--- src/rtl/ram_writer_pkg.sv ---
// Shared types and constants for the RAM write-side streamer.
// The state encoding, the button bit positions and the default bus widths
// live here so that the top level and any test code agree on them.
package ram_writer_pkg;

   // Top-level operating modes.
   typedef enum logic [1:0] {
      STREAM = 2'd0,
      CLEAR  = 2'd1,
      FULL   = 2'd2
   } state_e;

   // Push-button bit positions inside the btn bus.
   localparam int BTN_W    = 3;
   localparam int BTN_CLR  = 0;
   localparam int BTN_REW  = 1;
   localparam int BTN_HOLD = 2;

   // Default RAM geometry: 16K x 8.
   localparam int DEF_ADDR_W = 14;
   localparam int DEF_DATA_W = 8;

endpackage : ram_writer_pkg

--- src/rtl/btn_sync_edge.sv ---
// Button conditioner: per-bit two-flop synchronizer followed by a
// falling-edge detector. Buttons are active-low, so a falling edge is a
// press. All flops reset to 1 (released) so that releasing reset while a
// button is held does not fabricate a press.
module btn_sync_edge #(
   parameter int WIDTH = 1
) (
   input  logic             clk,
   input  logic             rst_ni,
   input  logic [WIDTH-1:0] btn_i,
   output logic [WIDTH-1:0] level_o,
   output logic [WIDTH-1:0] fall_o
);

   logic [WIDTH-1:0] meta_q;
   logic [WIDTH-1:0] sync_q;
   logic [WIDTH-1:0] prev_q;

   // Synchronizer chain plus one delayed copy for edge detection.
   always_ff @(posedge clk or negedge rst_ni) begin
      if (!rst_ni) begin
         meta_q <= '1;
         sync_q <= '1;
         prev_q <= '1;
      end else begin
         meta_q <= btn_i;
         sync_q <= meta_q;
         prev_q <= sync_q;
      end
   end

   assign level_o = sync_q;
   // One-cycle pulse while the previous level was released and the current is pressed.
   assign fall_o  = prev_q & ~sync_q;

endmodule : btn_sync_edge

--- src/rtl/ram_writer.sv ---
// Write-side streamer for the single-port RAM scanned by the button reader.
// Bytes arriving on a valid/ready handshake are written to consecutive
// addresses; btn[0] starts a full-memory clear sweep, btn[1] rewinds the
// write pointer, btn[2] (held low) pauses the input stream.
// Optional build macro RAM_WRITER_WRAP_EN: when defined the pointer wraps
// after the last address instead of stopping in FULL, and full stays 0.
module ram_writer
   import ram_writer_pkg::*;
#(
   parameter int                ADDR_W    = DEF_ADDR_W,
   parameter int                DATA_W    = DEF_DATA_W,
   parameter logic [DATA_W-1:0] CLEAR_VAL = '0
) (
   input  logic              clk,
   input  logic              rst,
   input  logic [BTN_W-1:0]  btn,
   input  logic              in_valid,
   input  logic [DATA_W-1:0] in_data,
   output logic              in_ready,
   output logic              wren,
   output logic [ADDR_W-1:0] address,
   output logic [DATA_W-1:0] data,
   output logic              busy,
   output logic              full,
   output logic              clear_done
);

   localparam logic [ADDR_W-1:0] LAST_ADDR = '1;

   // Conditioned buttons.
   logic [BTN_W-1:0] btn_lvl;
   logic [BTN_W-1:0] btn_fall;
   logic             clr_req;
   logic             rew_req;
   logic             hold_n;
   logic             unused_btn;

   // Registered state and outputs.
   state_e            state_q, state_d;
   logic [ADDR_W-1:0] ptr_q, ptr_d;
   logic              wren_q, wren_d;
   logic [ADDR_W-1:0] addr_q, addr_d;
   logic [DATA_W-1:0] data_q, data_d;
   logic              done_q, done_d;

   logic              xfer;
   logic              ptr_at_last;

   btn_sync_edge #(
      .WIDTH (BTN_W)
   ) u_btn (
      .clk     (clk),
      .rst_ni  (rst),
      .btn_i   (btn),
      .level_o (btn_lvl),
      .fall_o  (btn_fall)
   );

   assign clr_req = btn_fall[BTN_CLR];
   assign rew_req = btn_fall[BTN_REW];
   assign hold_n  = btn_lvl[BTN_HOLD];

   // Clear/rewind only care about presses; hold only about the level.
   assign unused_btn = ^{btn_lvl[BTN_CLR], btn_lvl[BTN_REW], btn_fall[BTN_HOLD]};

   // A pending button request closes the handshake for that cycle so the
   // request is never raced by a byte write.
   assign in_ready    = (state_q == STREAM) && hold_n && !clr_req && !rew_req;
   assign xfer        = in_valid && in_ready;
   assign ptr_at_last = (ptr_q == LAST_ADDR);

   // State, pointer and RAM-port registers.
   always_ff @(posedge clk or negedge rst) begin
      if (!rst) begin
         state_q <= STREAM;
         ptr_q   <= '0;
         wren_q  <= 1'b0;
         addr_q  <= '0;
         data_q  <= '0;
         done_q  <= 1'b0;
      end else begin
         state_q <= state_d;
         ptr_q   <= ptr_d;
         wren_q  <= wren_d;
         addr_q  <= addr_d;
         data_q  <= data_d;
         done_q  <= done_d;
      end
   end

   // Next-state and next-output decode; address/data hold when not writing.
   always_comb begin
      state_d = state_q;
      ptr_d   = ptr_q;
      wren_d  = 1'b0;
      addr_d  = addr_q;
      data_d  = data_q;
      done_d  = 1'b0;

      case (state_q)
         STREAM: begin
            if (clr_req) begin
               // Clear takes priority over a simultaneous rewind.
               state_d = CLEAR;
               ptr_d   = '0;
            end else if (rew_req) begin
               ptr_d = '0;
            end else if (xfer) begin
               wren_d = 1'b1;
               addr_d = ptr_q;
               data_d = in_data;
               ptr_d  = ptr_q + 1'b1;
`ifndef RAM_WRITER_WRAP_EN
               if (ptr_at_last) begin
                  state_d = FULL;
               end
`endif
            end
         end

         CLEAR: begin
            // One write per cycle; buttons and the input stream are ignored.
            wren_d = 1'b1;
            addr_d = ptr_q;
            data_d = CLEAR_VAL;
            ptr_d  = ptr_q + 1'b1;
            if (ptr_at_last) begin
               state_d = STREAM;
               ptr_d   = '0;
               done_d  = 1'b1;
            end
         end

         FULL: begin
            if (clr_req) begin
               state_d = CLEAR;
               ptr_d   = '0;
            end else if (rew_req) begin
               state_d = STREAM;
               ptr_d   = '0;
            end
         end

         default: begin
            state_d = STREAM;
            ptr_d   = '0;
         end
      endcase
   end

   assign wren       = wren_q;
   assign address    = addr_q;
   assign data       = data_q;
   assign clear_done = done_q;
   assign busy       = (state_q == CLEAR);
`ifdef RAM_WRITER_WRAP_EN
   assign full       = 1'b0;
`else
   assign full       = (state_q == FULL);
`endif

endmodule : ram_writer

--- config.mk ---
export PLATFORM = sky130hd
export DESIGN_NAME = ram_writer
export DESIGN_NICKNAME = d
export VERILOG_FILES = /design/src/rtl/ram_writer_pkg.sv /design/src/rtl/btn_sync_edge.sv /design/src/rtl/ram_writer.sv
export SDC_FILE = /design/constraint.sdc
export NUM_CORES = 1
export LEC_CHECK = 0
export BUFFER_PORTS_ARGS = -buffer_cell sky130_fd_sc_hd__buf_4
export CORE_MARGIN = 3
export CORE_UTILIZATION = 40
export CTS_CLUSTER_DIAMETER = 200
export DETAILED_ROUTE_END_ITERATION = 7
export PLACE_DENSITY_LB_ADDON = 0.2
export SETUP_SLACK_MARGIN = 0.4
export SLEW_MARGIN = 20
export SYNTH_ARGS = -nofsm -noshare
export SYNTH_HDL_FRONTEND = slang
export SYNTH_SLANG_ARGS = --single-unit
--- constraint.sdc ---
create_clock -name clk -period 2.5 [get_ports clk]
set_input_delay 0.5 -clock clk [delete_from_list [all_inputs] [get_ports clk]]
set_output_delay 0.5 -clock clk [all_outputs]
set_load 0.05 [all_outputs]
* After elaboration in Yosys (flattened, before gate mapping)
Cells that the tools add are included.
** Storage, ports and cells
- Input bits :: 14
- Register bits :: 48
** Cells by class
- Add/sub/neg operators :: 1
- Eq/ne operators :: 12
- Reductions and logical operators :: 11
- Bitwise gates (word level) :: 2
- Mux-type cells :: 29
** Operators with widths (number)
- 14-bit two-way mux :: 9
- 14-bit case mux with 3 select lines :: 1
- 14-bit case mux with 2 select lines :: 1
- 8-bit two-way mux :: 3
- 8-bit case mux with 2 select lines :: 1
- 14-bit by 1-bit adder with 14-bit output (second input constant) :: 1
- 14-bit equality test (second input constant) :: 1
- 2-bit two-way mux :: 7
- 3-bit != test (second input constant) :: 3
- 2-bit != test (second input constant) :: 3
- 2-bit case mux with 3 select lines :: 1
- 1-bit two-way mux :: 5
- 5-bit AND reduction :: 1
- 1-bit logical AND :: 4
- 4-bit != test (second input constant) :: 1
- 4-bit AND reduction :: 1
- 3-bit by 1-bit != test with 1-bit output (second input constant) :: 1
- 2-bit bitwise AND :: 1
- 2-bit by 1-bit equality test with 1-bit output (second input constant) :: 1
- 2-bit equality test (second input constant) :: 1
- 1-bit zero test :: 2
- 2-bit zero test :: 1
- 2-bit by 1-bit != test with 1-bit output (second input constant) :: 1
- 2-bit inverter :: 1
- 3 further kinds :: 3

* Logic depth before layout (Yosys ltp)
- Word-level depth :: 10
- Depth in mapped cells :: 6
- Depth with buffers taken out :: 5

* Cells and area by module
A second synthesis with hierarchy kept.
** Second synthesis, totals
- Cell total of the unflattened synthesis :: 195
- Area, all modules :: 2204.6 um^2
** Modules (own cells, without submodules)
- ram_writer :: sequential area each 1001.0 um^2, instances 1, cells each 183, area an instance 1926.8 um^2
- btn_sync_edge :: sequential area each 236.5 um^2, instances 1, cells each 12, area an instance 277.8 um^2

* Worst setup path before layout
OpenSTA, ideal clock, no wires.
- Path kind :: flip-flop to output port
- Start :: register u_btn.sync_q[1], in the netlist u_btn.level_o[1]
- End :: output in_ready
- Stages on the path, launching flop included :: 4
- Slack :: 345 ps
- Arrival :: 1655 ps
- Cell sequence :: dfstp_2 > and2b_1 > nor4_2 > and2_1
** On the way
- Longest elaborated chain between the ends :: 4
** RTL lines
- start, declared :: RTL line btn_sync_edge.sv:16 : logic [WIDTH-1:0] sync_q;
- start signal, assigned :: RTL line btn_sync_edge.sv:27 : sync_q <= meta_q;
- 2-bit inverter :: RTL line btn_sync_edge.sv:34 : assign fall_o = prev_q & ~sync_q;
- 2-bit bitwise AND :: RTL line btn_sync_edge.sv:34
- 1-bit zero test :: RTL line ram_writer.sv:68 : assign in_ready = (state_q == STREAM) && hold_n && !clr_req && !rew_req;
- 1-bit logical AND :: RTL line ram_writer.sv:68
- end, declared :: RTL line ram_writer.sv:19 : output logic in_ready,
No other way between the ends.

* Worst setup path after layout
Ends and elaborated chain as after synthesis.

==> results.rst <==
.. list-table::
   :header-rows: 1

   * - Metric
     - Value
   * - Outcome
     - complete, no violations
   * - Worst setup slack after placement
     - 0.4470 ns
   * - Static power due to leakage
     - 1.261 nW
   * - Count of yosys warnings during synthesis
     - 0
   * - Share of power burned in registers
     - 0.435
   * - Nature of the critical path endpoint
     - output port
   * - Total nets after synthesis
     - 235
   * - Die Outline Area
     - 6181 µm²
   * - Largest net degree at the start of global routing
     - 49
   * - Placer congestion estimate
     - 0.8370
   * - Launch point of the worst reg-to-reg path
     - u_btn.level_o[1]
   * - Number of sinks driven by the clock tree
     - 48
   * - Number of hold-slack violations in the final timing report
     - 0
   * - Clock tree skew after final layout
     - 0.01182 ns
   * - Standard-cell rows
     - 25
   * - Wire length of the first global-routing pass
     - 7.817 mm
   * - Share of the synthesized area in the top cell type
     - 0.4745
   * - Clock insertion delay at the later pin of the skew report
     - 0.30 ns
   * - Post-CTS clock slew at the launch and capture registers of the worst setup and hold paths
     - 0.09 ns
   * - Average cell area after synthesis
     - 9.589 µm²
   * - Remaining antenna violation count
     - 0
   * - Post-detailed-placement half-perimeter wirelength
     - 3.056 mm
   * - Vias
     - 1705
   * - Reg-to-reg setup timing slack
     - 0.66 ns
   * - Total CTS buffers
     - 5
   * - Synth-to-layout area growth
     - 24.20%
   * - Number of design rule violations left after detail routing
     - 0
   * - Starting DRC count in detailed routing
     - 174
   * - Antenna fix cells
     - 0
   * - Largest cells by area after synthesis
     - dfrtp_1 47%, nand2_1 13%, dfstp_2 10%
   * - Die Height
     - 78.62 µm
   * - Floorplan die width
     - 78.62 µm
   * - Launching instance or port of the critical path
     - u_btn.level_o[1]
   * - Yosys top cell by area
     - dfrtp_1
   * - Post-route fraction of the period consumed by the critical path
     - 0.8518
   * - Critical Path RT
     - 2.00 ns
   * - # Max-Cap Violations
     - 0
   * - Share of final-layout standard cells stronger than drive strength 1
     - 0.2809
   * - Max transition margin
     - 0.5957
   * - I/O pin total
     - 41
   * - Share of power burned in combinational logic
     - 0.372
   * - Switching part of the total power
     - 0.4125
   * - Peak supply drop
     - 0.0004998 V
   * - Avg Vias per Cell
     - 5.105
   * - Post-Synthesis Cells
     - 220
   * - Worst setup SP type
     - flop
   * - Switching power total
     - 1.020 mW
   * - Setup CP Type
     - flop to output port
   * - CTS tree
     - built
   * - Core Footprint
     - 4911 µm²
   * - Proportion of power drawn by the clock network
     - 0.194
   * - Total length of routed wires
     - 4.507 mm
   * - Antenna violations before repair
     - 0
   * - Final setup vio count
     - 0
   * - Via count of the first global-routing pass
     - 1590
   * - H-tree levels
     - 2
   * - Classification of the worst-slack hold path
     - input pin to asynchronous set/reset pin
   * - RSZ-0062 raised after global routing
     - yes
   * - Setup WS post-layout
     - 0.3705 ns
   * - Maximum operating frequency
     - 469.6 MHz
   * - Clock root cell
     - clkbuf_8
   * - Synth Register Bits
     - 48
   * - Clock buffer depth
     - 2
   * - NumNets Final
     - 281
   * - Placed cell area
     - 2506 µm²
   * - Total non-filler cell area in the finished layout
     - 2620 µm²
   * - Overall overflow remaining after global route
     - 0
   * - Maximum fanout encountered on the critical timing path
     - 5
   * - Utilization after layout
     - 0.5335
   * - Minimum hold slack
     - 0.1989 ns
   * - Sequential-to-total area share from yosys stat
     - 0.5741
   * - Yosys cell types
     - 43
   * - First-pass iteration count of the detailed router
     - 4
   * - Fill cell instance count of the final layout
     - 463
   * - Pwr/cell area
     - 944.3 nW/µm²
   * - Final count of pins violating max slew
     - 0
   * - WL/cell
     - 13.49 µm
   * - Synth Cell Area
     - 2110 µm²
   * - Total routing usage reported by global routing
     - 0.1584
   * - Final min period
     - 2.130 ns
   * - Internal power
     - 1.454 mW
   * - Worst path arrival time
     - 1.63 ns
   * - Setup TNS
     - 0 ns
   * - Actual transition at the worst max-transition pin
     - 0.6065 ns
   * - Starting density of the core
     - 0.4296
   * - Count of input and output buffers
     - 40
-- cell usage in the layout, fill, tap and decap left out, drive strengths merged, types with 3 or more instances in the layout --
cell type and instances:
nand2 74, buf 49, dfrtp 40, o21ai 15, nand3 14, o211ai 9
dfstp 8, inv 7, clkbuf 7, nor3 4, nor4 4, nor2 3
o2111ai 3, and4 3, nand4 3
-- worst max-delay path: stages, from the launching register on --
cell and delay [ns]:
dfstp_2 0.53, and2b_1 0.23, nor4_2 0.20, and2_2 0.19, buf_4 0.19
-- synthesized netlist by cell type --
cell and instances:
o211ai_2 1, dfrtp_1 40, a31oi_1 1, and4_1 2, xnor2_1 1, inv_2 1, and3b_1 1, buf_1 1
inv_1 6, o2111ai_1 3, o21ai_1 4, dfstp_2 8, nor4_2 2, buf_4 1, o21ai_0 11, xor2_1 2
nor2b_2 1, and2_1 1, nand4_1 2, a22o_1 1, nor3_1 4, o31a_1 1, and3_1 1, nor2_1 3
clkbuf_1 8, or4_1 1, ha_1 1, o221ai_1 1, nand2_1 74, and4_2 1, nand4_2 1, nand3b_1 1
o311ai_1 1, nand2b_1 1, and2b_1 1, o31a_2 1, or3_1 2, nor4b_1 1, o21ba_2 1, nand3_1 14
o211ai_1 8, nor4_1 2, o21a_1 1
-- layout make-up --
type,instances,area [µm²],area share
clock buffers,7,86.33,0.03295
clock inverters,1,8.758,0.003343
inverters,7,26.28,0.01003
multi-input cells,155,835.8,0.3190
flip-flops and latches,48,1211,0.4623
well taps,67,83.83,0.03200
repair buffers,49,367.9,0.1404
-- routing by layer --
metal	share of wire	track usage
met3	0.036	0.03784
met4	0.014	0.04720
met2	0.46	0.2445
met5	0	0
met1	0.49	0.2206
-- power by group through the flow --
stage / sequential, mW / combinational (mW) / clock [mW]
floorplan: 1.37 / 0.332 / 0
global placement: 1.08 / 0.922 / 0
detailed placement: 1.09 / 0.925 / 0
CTS: 1.07 / 0.925 / 0.495
global route: 1.10 / 1.01 / 0.535
finish: 1.07 / 0.920 / 0.479
-- cells by family (layout without fill, tap and decap cells) --
group                      after synthesis  after routing  share of synthesized area
and+or+nand+nor                        116            116                     0.2604
xor gates and xnor gates                 3              3                    0.01246
buffers and inverters                   17             64                    0.03203
adders and majority gates                1              1                   0.005930
AOI/OAI and AO/OA                       35             35                     0.1151
DFF                                     48             48                     0.5741
-- worst paths after layout --
kind                                    end  depth (start not counted)
max in group asynchronous        address[9]                          1
min in group clk            u_btn.meta_q[1]                          1
setup reg to reg                   ptr_q[5]                          6
hold reg to reg            u_btn.level_o[0]                          0
hold / removal                     ptr_q[1]                          1
setup / recovery                   in_ready                          4
-- per-stage QoR --
stage,cells,power [mW]
after floorplan,220,1.699
after global placement,324,2.006
after detailed placement,324,2.013
after CTS,332,2.495
after global routing,334,2.648
final,334,2.474
-- sequential cells by signal, summed over array words and instances, names as in the netlist --
register       cells
clear_done         1
ptr_q             14
state_q            2
data               8
u_btn.level_o      3
u_btn.prev_q       2
u_btn.meta_q       3
wren               1
address           14
-- repair_timing --
| action | CTS | global route |
|---|---|---|
| endpoints found under the setup margin | 1 | 12 |
| resized for setup | 0 | 1 |
| hold buffers | 0 | 0 |
| pin swaps | 0 | 2 |
| buffers inserted | 0 | 2 |
(Power assumes the default switching activity.)
